[config.mk]
export PLATFORM = sky130hd
export DESIGN_NAME = mem_access_unit_flat
export DESIGN_NICKNAME = d
export VERILOG_FILES = /design/src/rtl/mem_access_pkg.sv /design/src/rtl/mem_access_if.sv /design/src/rtl/mem_access_unit_lane.sv /design/src/rtl/mem_access_unit.sv /design/src/flat_wrapper.sv
export SDC_FILE = /design/constraint.sdc
export NUM_CORES = 1
export LEC_CHECK = 0
export ABC_AREA = 0
export BUFFER_PORTS_ARGS = -buffer_cell sky130_fd_sc_hd__buf_2
export CAP_MARGIN = 40
export CORE_AREA = 2 2 112 223
export CTS_BUF_LIST = sky130_fd_sc_hd__clkbuf_16
export DETAILED_ROUTE_END_ITERATION = 16
export DIE_AREA = 0 0 114 225
export PLACE_DENSITY = 0.65
export SLEW_MARGIN = 20
export SYNTH_ARGS = -nofsm -noshare
export SYNTH_HDL_FRONTEND = slang
export SYNTH_SLANG_ARGS = --single-unit
[constraint.sdc]
create_clock -name clk -period 3.5 [get_ports clk]
set_clock_uncertainty 0.2 [all_clocks]
set_input_delay 0.525 -clock clk [delete_from_list [all_inputs] [get_ports clk]]
set_output_delay 0.525 -clock clk [all_outputs]
set_load 0.005 [all_outputs]
[src/rtl/mem_access_pkg.sv]
// Shared types for the memory access unit: op codes, FSM state and op classification helpers.
package mem_access_pkg;

  typedef enum logic [3:0] {
    MEM_NONE = 4'd0,
    LB       = 4'd1,
    LH       = 4'd2,
    LW       = 4'd3,
    LBU      = 4'd4,
    LHU      = 4'd5,
    SB       = 4'd6,
    SH       = 4'd7,
    SW       = 4'd8,
    LOADNOC  = 4'd9,
    STORENOC = 4'd10
  } mem_op_t;

  typedef enum logic [1:0] {
    IDLE     = 2'd0,
    REQ      = 2'd1,
    WAIT_RSP = 2'd2
  } state_t;

  function automatic logic is_load(input mem_op_t op);
    return (op == LB) || (op == LH) || (op == LW) || (op == LBU) || (op == LHU);
  endfunction

  // LOADNOC pushes data out to the NoC, so from the RAM's point of view it is a write.
  function automatic logic is_store(input mem_op_t op);
    return (op == SB) || (op == SH) || (op == SW) || (op == LOADNOC) || (op == STORENOC);
  endfunction

  function automatic logic is_misaligned(input mem_op_t op, input logic [1:0] off);
    case (op)
      LH, LHU, SH:               return off[0];
      LW, SW, LOADNOC, STORENOC: return off != 2'b00;
      default:                   return 1'b0;
    endcase
  endfunction

endpackage

[src/rtl/mem_access_if.sv]
// EX, RAM and WB facing signals of the memory access unit.
interface mem_access_if
  import mem_access_pkg::*;
#(
  parameter int XLEN   = 32,
  parameter int REG_AW = 5
);
  // Handshakes: a transfer happens on a rising edge where valid & ready are both high.
  // The sender holds valid and payload stable until that edge; ram_rsp_valid has no ready.
  logic                in_valid;
  logic                in_ready;
  mem_op_t             in_op;
  logic [XLEN-1:0]     in_addr;
  logic [XLEN-1:0]     in_wdata;
  logic [REG_AW-1:0]   in_rd_addr;
  logic                in_rd_we;
  logic [XLEN-1:0]     in_rd_data;
  logic [31:0]         in_inst;
  logic                ram_req_valid;
  logic                ram_req_ready;
  logic [XLEN-1:0]     ram_req_addr;
  logic                ram_req_we;
  logic [XLEN/8-1:0]   ram_req_be;
  logic [XLEN-1:0]     ram_req_wdata;
  logic                ram_rsp_valid;
  logic [XLEN-1:0]     ram_rsp_data;
  logic                wb_valid;
  logic [REG_AW-1:0]   wb_rd_addr;
  logic                wb_rd_we;
  logic [XLEN-1:0]     wb_rd_data;
  logic [31:0]         wb_inst;
  logic                stall;
  logic                err_misaligned;
  logic                err_timeout;

  modport slave (
    input  in_valid, in_op, in_addr, in_wdata, in_rd_addr, in_rd_we, in_rd_data, in_inst,
    input  ram_req_ready, ram_rsp_valid, ram_rsp_data,
    output in_ready, ram_req_valid, ram_req_addr, ram_req_we, ram_req_be, ram_req_wdata,
    output wb_valid, wb_rd_addr, wb_rd_we, wb_rd_data, wb_inst, stall, err_misaligned,
    output err_timeout
  );

  modport master (
    output in_valid, in_op, in_addr, in_wdata, in_rd_addr, in_rd_we, in_rd_data, in_inst,
    output ram_req_ready, ram_rsp_valid, ram_rsp_data,
    input  in_ready, ram_req_valid, ram_req_addr, ram_req_we, ram_req_be, ram_req_wdata,
    input  wb_valid, wb_rd_addr, wb_rd_we, wb_rd_data, wb_inst, stall, err_misaligned,
    input  err_timeout
  );
endinterface

[src/rtl/mem_access_unit_lane.sv]
// Combinational lane steering: store byte enables / replicated data, load lane extract and extension.
module mem_lane_align
  import mem_access_pkg::*;
#(
  parameter int XLEN = 32
) (
  input  mem_op_t           op,
  input  logic [1:0]        offset,
  input  logic [XLEN-1:0]   wdata,
  input  logic [XLEN-1:0]   rdata,
  output logic [XLEN/8-1:0] be,
  output logic [XLEN-1:0]   wdata_lane,
  output logic [XLEN-1:0]   rdata_ext
);
  localparam int BW = XLEN / 8;

  logic [XLEN-1:0] shifted;

  always_comb begin
    shifted    = rdata >> {offset, 3'b000};
    be         = '1;
    wdata_lane = '0;
    rdata_ext  = rdata;
    case (op)
      SB: begin
        be         = BW'(1) << offset;
        wdata_lane = {(XLEN/8){wdata[7:0]}};
      end
      SH: begin
        be         = BW'(3) << offset;
        wdata_lane = {(XLEN/16){wdata[15:0]}};
      end
      SW, LOADNOC: wdata_lane = wdata;
      LB:          rdata_ext = {{(XLEN-8){shifted[7]}}, shifted[7:0]};
      LBU:         rdata_ext = {{(XLEN-8){1'b0}}, shifted[7:0]};
      LH:          rdata_ext = {{(XLEN-16){shifted[15]}}, shifted[15:0]};
      LHU:         rdata_ext = {{(XLEN-16){1'b0}}, shifted[15:0]};
      default: ;
    endcase
  end
endmodule

[src/rtl/mem_access_unit.sv]
// Pipeline memory stage: one instruction at a time, loads/stores against a variable-latency RAM.
module mem_access_unit
  import mem_access_pkg::*;
#(
  parameter int XLEN           = 32,
  parameter int REG_AW         = 5,
  parameter int TIMEOUT_CYCLES = 255
) (
  input  logic         clk,
  input  logic         reset_n,
  mem_access_if.slave  bus,
  output state_t       dbg_state
);
  localparam int CW = $clog2(TIMEOUT_CYCLES + 1);

  state_t            state_q, state_d;
  mem_op_t           op_q, op_d;
  logic [1:0]        off_q, off_d;
  logic [REG_AW-1:0] rd_addr_q, rd_addr_d;
  logic              rd_we_q, rd_we_d;
  logic [31:0]       inst_q, inst_d;
  logic [CW-1:0]     cnt_q, cnt_d;

  logic              req_valid_q, req_valid_d, req_we_q, req_we_d;
  logic [XLEN-1:0]   req_addr_q, req_addr_d, req_wdata_q, req_wdata_d;
  logic [XLEN/8-1:0] req_be_q, req_be_d;
  logic              wb_valid_q, wb_valid_d, wb_we_q, wb_we_d;
  logic [REG_AW-1:0] wb_addr_q, wb_addr_d;
  logic [XLEN-1:0]   wb_data_q, wb_data_d;
  logic [31:0]       wb_inst_q, wb_inst_d;
  logic              mis_q, mis_d, to_q, to_d;

  mem_op_t           al_op;
  logic [1:0]        al_off;
  logic [XLEN/8-1:0] al_be;
  logic [XLEN-1:0]   al_wdata, al_rdata;

  // IDLE only ever encodes a new store and WAIT_RSP only extracts a load, so one aligner serves both.
  assign al_op  = (state_q == IDLE) ? bus.in_op : op_q;
  assign al_off = (state_q == IDLE) ? bus.in_addr[1:0] : off_q;

  mem_lane_align #(.XLEN(XLEN)) u_align (
    .op(al_op), .offset(al_off), .wdata(bus.in_wdata), .rdata(bus.ram_rsp_data),
    .be(al_be), .wdata_lane(al_wdata), .rdata_ext(al_rdata)
  );

  always_comb begin
    state_d = state_q;  op_d = op_q;  off_d = off_q;
    rd_addr_d = rd_addr_q;  rd_we_d = rd_we_q;  inst_d = inst_q;  cnt_d = cnt_q;
    req_valid_d = req_valid_q;  req_we_d = req_we_q;  req_addr_d = req_addr_q;
    req_wdata_d = req_wdata_q;  req_be_d = req_be_q;
    wb_valid_d = 1'b0;  wb_we_d = wb_we_q;  wb_addr_d = wb_addr_q;
    wb_data_d = wb_data_q;  wb_inst_d = wb_inst_q;  mis_d = 1'b0;  to_d = 1'b0;
    case (state_q)
      IDLE: if (bus.in_valid) begin
        wb_addr_d = bus.in_rd_addr;
        wb_inst_d = bus.in_inst;
        if (!is_load(bus.in_op) && !is_store(bus.in_op)) begin
          wb_valid_d = 1'b1;
          wb_we_d    = bus.in_rd_we;
          wb_data_d  = bus.in_rd_data;
        end else if (is_misaligned(bus.in_op, bus.in_addr[1:0])) begin
          wb_valid_d = 1'b1;
          wb_we_d    = 1'b0;
          wb_data_d  = '0;
          mis_d      = 1'b1;
        end else begin
          op_d        = bus.in_op;
          off_d       = bus.in_addr[1:0];
          rd_addr_d   = bus.in_rd_addr;
          rd_we_d     = bus.in_rd_we;
          inst_d      = bus.in_inst;
          req_valid_d = 1'b1;
          req_addr_d  = {bus.in_addr[XLEN-1:2], 2'b00};
          req_we_d    = is_store(bus.in_op);
          req_be_d    = al_be;
          req_wdata_d = al_wdata;
          state_d     = REQ;
        end
      end
      REQ: if (bus.ram_req_ready) begin
        req_valid_d = 1'b0;
        cnt_d       = '0;
        if (is_store(op_q)) begin
          state_d    = IDLE;
          wb_valid_d = 1'b1;
          wb_we_d    = 1'b0;
          wb_addr_d  = rd_addr_q;
          wb_data_d  = '0;
          wb_inst_d  = inst_q;
        end else begin
          state_d = WAIT_RSP;
        end
      end
      WAIT_RSP: begin
        wb_addr_d = rd_addr_q;
        wb_inst_d = inst_q;
        if (bus.ram_rsp_valid) begin
          state_d    = IDLE;
          cnt_d      = '0;
          wb_valid_d = 1'b1;
          wb_we_d    = rd_we_q && (rd_addr_q != '0);
          wb_data_d  = al_rdata;
        end else if (cnt_q == CW'(TIMEOUT_CYCLES - 1)) begin
          state_d    = IDLE;
          cnt_d      = '0;
          wb_valid_d = 1'b1;
          wb_we_d    = 1'b0;
          wb_data_d  = '0;
          to_d       = 1'b1;
        end else begin
          cnt_d = cnt_q + 1'b1;
        end
      end
      default: state_d = IDLE;
    endcase
  end

  always_ff @(posedge clk or negedge reset_n) begin
    if (!reset_n) begin
      state_q <= IDLE;  op_q <= MEM_NONE;  off_q <= '0;
      rd_addr_q <= '0;  rd_we_q <= 1'b0;  inst_q <= '0;  cnt_q <= '0;
      req_valid_q <= 1'b0;  req_we_q <= 1'b0;  req_addr_q <= '0;
      req_wdata_q <= '0;  req_be_q <= '0;
      wb_valid_q <= 1'b0;  wb_we_q <= 1'b0;  wb_addr_q <= '0;
      wb_data_q <= '0;  wb_inst_q <= '0;  mis_q <= 1'b0;  to_q <= 1'b0;
    end else begin
      state_q <= state_d;  op_q <= op_d;  off_q <= off_d;
      rd_addr_q <= rd_addr_d;  rd_we_q <= rd_we_d;  inst_q <= inst_d;  cnt_q <= cnt_d;
      req_valid_q <= req_valid_d;  req_we_q <= req_we_d;  req_addr_q <= req_addr_d;
      req_wdata_q <= req_wdata_d;  req_be_q <= req_be_d;
      wb_valid_q <= wb_valid_d;  wb_we_q <= wb_we_d;  wb_addr_q <= wb_addr_d;
      wb_data_q <= wb_data_d;  wb_inst_q <= wb_inst_d;  mis_q <= mis_d;  to_q <= to_d;
    end
  end

  assign bus.in_ready       = (state_q == IDLE);
  assign bus.stall          = (state_q != IDLE);
  assign bus.ram_req_valid  = req_valid_q;
  assign bus.ram_req_addr   = req_addr_q;
  assign bus.ram_req_we     = req_we_q;
  assign bus.ram_req_be     = req_be_q;
  assign bus.ram_req_wdata  = req_wdata_q;
  assign bus.wb_valid       = wb_valid_q;
  assign bus.wb_rd_addr     = wb_addr_q;
  assign bus.wb_rd_we       = wb_we_q;
  assign bus.wb_rd_data     = wb_data_q;
  assign bus.wb_inst        = wb_inst_q;
  assign bus.err_misaligned = mis_q;
  assign bus.err_timeout    = to_q;
  assign dbg_state          = state_q;
endmodule

[src/flat_wrapper.sv]
// flat-port wrapper written by rule: the top's interface ports become plain ports
module mem_access_unit_flat import mem_access_pkg::*;
#(
  parameter int XLEN           = 32,
  parameter int REG_AW         = 5,
  parameter int TIMEOUT_CYCLES = 255
)
  (clk, reset_n, dbg_state, bus_in_valid, bus_in_op, bus_in_addr, bus_in_wdata, bus_in_rd_addr, bus_in_rd_we, bus_in_rd_data, bus_in_inst, bus_ram_req_ready, bus_ram_rsp_valid, bus_ram_rsp_data, bus_in_ready, bus_ram_req_valid, bus_ram_req_addr, bus_ram_req_we, bus_ram_req_be, bus_ram_req_wdata, bus_wb_valid, bus_wb_rd_addr, bus_wb_rd_we, bus_wb_rd_data, bus_wb_inst, bus_stall, bus_err_misaligned, bus_err_timeout);
  mem_access_if #(.XLEN(XLEN), .REG_AW(REG_AW)) bus_i ();
  input  logic clk;
  input  logic reset_n;
  output state_t dbg_state;
  input wire logic [$bits(bus_i.in_valid)-1:0] bus_in_valid;
  input wire logic [$bits(bus_i.in_op)-1:0] bus_in_op;
  input wire logic [$bits(bus_i.in_addr)-1:0] bus_in_addr;
  input wire logic [$bits(bus_i.in_wdata)-1:0] bus_in_wdata;
  input wire logic [$bits(bus_i.in_rd_addr)-1:0] bus_in_rd_addr;
  input wire logic [$bits(bus_i.in_rd_we)-1:0] bus_in_rd_we;
  input wire logic [$bits(bus_i.in_rd_data)-1:0] bus_in_rd_data;
  input wire logic [$bits(bus_i.in_inst)-1:0] bus_in_inst;
  input wire logic [$bits(bus_i.ram_req_ready)-1:0] bus_ram_req_ready;
  input wire logic [$bits(bus_i.ram_rsp_valid)-1:0] bus_ram_rsp_valid;
  input wire logic [$bits(bus_i.ram_rsp_data)-1:0] bus_ram_rsp_data;
  output wire logic [$bits(bus_i.in_ready)-1:0] bus_in_ready;
  output wire logic [$bits(bus_i.ram_req_valid)-1:0] bus_ram_req_valid;
  output wire logic [$bits(bus_i.ram_req_addr)-1:0] bus_ram_req_addr;
  output wire logic [$bits(bus_i.ram_req_we)-1:0] bus_ram_req_we;
  output wire logic [$bits(bus_i.ram_req_be)-1:0] bus_ram_req_be;
  output wire logic [$bits(bus_i.ram_req_wdata)-1:0] bus_ram_req_wdata;
  output wire logic [$bits(bus_i.wb_valid)-1:0] bus_wb_valid;
  output wire logic [$bits(bus_i.wb_rd_addr)-1:0] bus_wb_rd_addr;
  output wire logic [$bits(bus_i.wb_rd_we)-1:0] bus_wb_rd_we;
  output wire logic [$bits(bus_i.wb_rd_data)-1:0] bus_wb_rd_data;
  output wire logic [$bits(bus_i.wb_inst)-1:0] bus_wb_inst;
  output wire logic [$bits(bus_i.stall)-1:0] bus_stall;
  output wire logic [$bits(bus_i.err_misaligned)-1:0] bus_err_misaligned;
  output wire logic [$bits(bus_i.err_timeout)-1:0] bus_err_timeout;
  assign bus_i.in_valid = bus_in_valid;
  assign bus_i.in_op = bus_in_op;
  assign bus_i.in_addr = bus_in_addr;
  assign bus_i.in_wdata = bus_in_wdata;
  assign bus_i.in_rd_addr = bus_in_rd_addr;
  assign bus_i.in_rd_we = bus_in_rd_we;
  assign bus_i.in_rd_data = bus_in_rd_data;
  assign bus_i.in_inst = bus_in_inst;
  assign bus_i.ram_req_ready = bus_ram_req_ready;
  assign bus_i.ram_rsp_valid = bus_ram_rsp_valid;
  assign bus_i.ram_rsp_data = bus_ram_rsp_data;
  assign bus_in_ready = bus_i.in_ready;
  assign bus_ram_req_valid = bus_i.ram_req_valid;
  assign bus_ram_req_addr = bus_i.ram_req_addr;
  assign bus_ram_req_we = bus_i.ram_req_we;
  assign bus_ram_req_be = bus_i.ram_req_be;
  assign bus_ram_req_wdata = bus_i.ram_req_wdata;
  assign bus_wb_valid = bus_i.wb_valid;
  assign bus_wb_rd_addr = bus_i.wb_rd_addr;
  assign bus_wb_rd_we = bus_i.wb_rd_we;
  assign bus_wb_rd_data = bus_i.wb_rd_data;
  assign bus_wb_inst = bus_i.wb_inst;
  assign bus_stall = bus_i.stall;
  assign bus_err_misaligned = bus_i.err_misaligned;
  assign bus_err_timeout = bus_i.err_timeout;
  mem_access_unit #(.XLEN(XLEN), .REG_AW(REG_AW), .TIMEOUT_CYCLES(TIMEOUT_CYCLES)) u_core (.clk(clk), .reset_n(reset_n), .bus(bus_i), .dbg_state(dbg_state));
endmodule
==> flow_summary.json <==
{
  "path_cells": "inv_1 -> ha_2 -> mux2i_2 -> buf_4 -> and2_0 -> o2bb2ai_1 -> nand2_1 -> a21oi_1 -> o22a_1",
  "ctsRootBufferMaster": "clkbuf_16",
  "io_pins": 322,
  "synth_top_area_frac": 0.5149,
  "cts_buffer_depth": 2,
  "synth.most_common_cell": "dfrtp_1",
  "vias": 8007,
  "period_share": 0.8734,
  "via_per_inst": 5.285,
  "worstHoldPathType": "in2reg",
  "maxCapViolations": 0,
  "grt_pass1_vias": 7900,
  "ir_drop_uv": 626.2,
  "die-area_mm2": 0.02565,
  "ant_nets": 0,
  "synthTopCellsByArea": "dfrtp_1 (51%), mux2_2 (9.7%), mux2i_1 (6.0%)",
  "hp-start": "bus_in_addr[24]",
  "drc_errors": 0,
  "synth_edf_count": 0,
  "routedWlPerCell_um": 18.33,
  "synthSimpleGateAreaFrac": 0.1158,
  "cp-end-kind": "register",
  "tns_ns": 0,
  "synth_top_family_by_area": "multiplexers",
  "crit_start": "u_core.dbg_state[0]$_DFFE_PN0P_",
  "die_h_um": 225,
  "cts_setup_buffers": 0,
  "area_growth_syn_to_layout_pct": 26.18,
  "synthXorXnorAreaFrac": 0.001848,
  "synth_mux_area_frac": 0.1576,
  "placed_cells": 1480,
  "clk_pin_slew_ns": 0.07,
  "ys_ff_latch": 195,
  "grt_first_pass_wirelength_mm": 42.57,
  "hold_viol": 0,
  "synthFlopType": "dfrtp_1",
  "synth-async-reset-ratio": 1.000,
  "max_stage_delay_ns": 0.57,
  "synth_compound_area_frac": 0.1553,
  "place.gp.congestion": 0.8789,
  "wirelength_mm": 27.76,
  "synth_commonest_cells": "dfrtp_1 (195), nand2_1 (138), o21ai_0 (95)",
  "fmax_mhz": 327.1,
  "portBuffers": 319,
  "rsz0062_at_grt": "no",
  "cts_tree": "built",
  "postSynthCellCount": 917,
  "finalSetupViolations": 0,
  "fin_cells": 1515,
  "worst_setup_path_start_kind": "register",
  "layout.nets": 1394,
  "seq_area_frac_synth": 0.5149,
  "yosys.area_share.adder": 0.007922,
  "start_util": 0.3978,
  "outcome": "finished clean",
  "ctsHtreeMaxLevel": 4,
  "finalMaxSlewViolations": 0,
  "r2r-start": "u_core.dbg_state[0]$_DFFE_PN0P_",
  "layout_min_cycle_time_ns": 3.057,
  "grtUsageTotal": 0.2163,
  "hold_slack_ns": 0.09997,
  "rows": 80,
  "cellPowerDensity_mw_per_mm2": 899.3,
  "dr.pass1.iters": 4,
  "coreArea_mm2": 0.02382,
  "r2r_slack_ns": 0.44,
  "worstSkewPairLatency_ns": 0.45,
  "synth.avg_cell_area_um2": 10.33,
  "cts_buffers": 17,
  "cp_max_fo": 29,
  "placed_cell_area_mm2": 0.01137,
  "drive_gt1_frac": 0.3825,
  "worstPathRequired_ns": 3.69,
  "crit_type": "reg2reg",
  "yosysWarnings": 0,
  "max-slew-margin-rel": 0.5498,
  "dp.final_hpwl_mm": 21.16,
  "grt_max_degree": 75,
  "worst-slew-pin-transition_ns": 0.6754,
  "overflow": 0,
  "antenna_found_initial": 3,
  "p_leak_nw": 5.754,
  "ys_types": 57,
  "drt_iter0_drc": 410,
  "final_util": 0.5019,
  "arrival_ns": 3.25,
  "die_w_um": 114,
  "stdcell_area_mm2": 0.01196,
  "synth_area_mm2": 0.009477,
  "slowest_stage": "ha_2",
  "clock_sinks": 195,
  "synth_top_area_cell": "dfrtp_1"
}
area by class of cell:
| class | count | area (µm²) |
|---|---|---|
| Antenna cell | 2 | 5.005 |
| Sequential cell | 195 | 4880 |
| Clock inverter | 15 | 148.9 |
| Clock buffer | 17 | 425.4 |
| Inverter | 26 | 97.59 |
| Timing Repair Buffer | 344 | 1858 |
| Multi-Input combinational cell | 629 | 4184 |
| Fill cell | 2308 | 11870 |
| Tap cell | 287 | 359.1 |
final timing paths:
kind / to / cells past startpoint
max: u_core.bus.wb_rd_data[12]$_DFFE_PN0P_ / 9
min: u_core.bus.ram_req_addr[24]$_DFFE_PN0P_ / 2
max reg2reg: u_core.bus.wb_rd_data[12]$_DFFE_PN0P_ / 9
min reg2reg: u_core.bus.ram_req_be[3]$_DFFE_PN0P_ / 2
max in group asynchronous: u_core.bus.ram_req_wdata[19]$_DFFE_PN0P_ / 3
min in group asynchronous: u_core.bus.wb_inst[24]$_DFFE_PN0P_ / 2
what timing repair did:
action | 4_1_cts | 5_1_grt
gates resized for setup | 0 | 0
endpoints found under the hold margin | 62 | 0
hold buffers | 1 | 0
stage by stage:
stage | power, W | setup slack, ns
2_1_floorplan | 0.007056 | 0.9449
3_3_place_gp | 0.008803 | 0.4973
3_5_place_dp | 0.008930 | 0.4339
4_1_cts | 0.01089 | 0.4219
5_1_grt | 0.01159 | 0.1720
6_report | 0.01075 | 0.4432
worst max-delay path, delay by kind of cell (launching register included):
family          cells  cell delay [ns]
buf+inv             2             0.40
compound gates      3             0.59
fa+ha+maj           1             0.57
flops               1             0.42
mux                 1             0.31
simple gates        2             0.49
registers in the layout (all words and copies together) (netlist names), 5 cells and up:
register and cells:
u_core.cnt_q 8, u_core.bus.ram_req_addr 30, u_core.bus.wb_inst 32, u_core.rd_addr_q 5
u_core.inst_q 32, u_core.bus.wb_rd_data 32, u_core.bus.wb_rd_addr 5, u_core.bus.ram_req_wdata 32
kinds of logic after synthesis:
| kind of cell | Yosys count |
|---|---|
| multiplexers | 139 |
| XOR/XNOR | 2 |
| AO/OA/AOI/OAI | 228 |
| adder cells (fa/ha/maj) | 6 |
| flip-flops | 195 |
| AND/OR/NAND/NOR | 252 |
| other | 1 |
| buffers and inverters | 94 |
layer usage:
layer,GRT usage,vias to the layer above,share of wire,wire length [µm]
met4,0.1164,2,0.041,1133
met3,0.05568,61,0.061,1694
met1,0.2287,3822,0.36,10010
met2,0.3867,279,0.54,14920
met5,0,-,0.00040,11
li1,-,3843,-,-
cell usage in the layout, fill, tap and decap left out, types with 6 or more instances in the layout:
master,n
buf_2,318
dfrtp_1,195
nand2_1,137
o21ai_0,95
mux2_2,82
mux2i_1,55
nor2_1,48
a21oi_1,29
inv_1,25
nand3_1,22
buf_4,19
o221ai_1,17
clkbuf_16,17
o211ai_1,12
nand2b_1,11
a31oi_1,11
o22ai_1,9
a22oi_1,8
o22a_1,8
o2bb2ai_1,7
nor3_1,6
o31ai_1,6
where the power goes:
part | switching, W | leakage, nW | internal [W]
combinational | 0.00267 | 3.05 | 0.00222
sequential | 0.000611 | 2.43 | 0.00332
clock | 0.000930 | 0.275 | 0.000998
total | 0.00422 | 5.75 | 0.00654
Note: power is estimated with default switching activity, not from simulation.
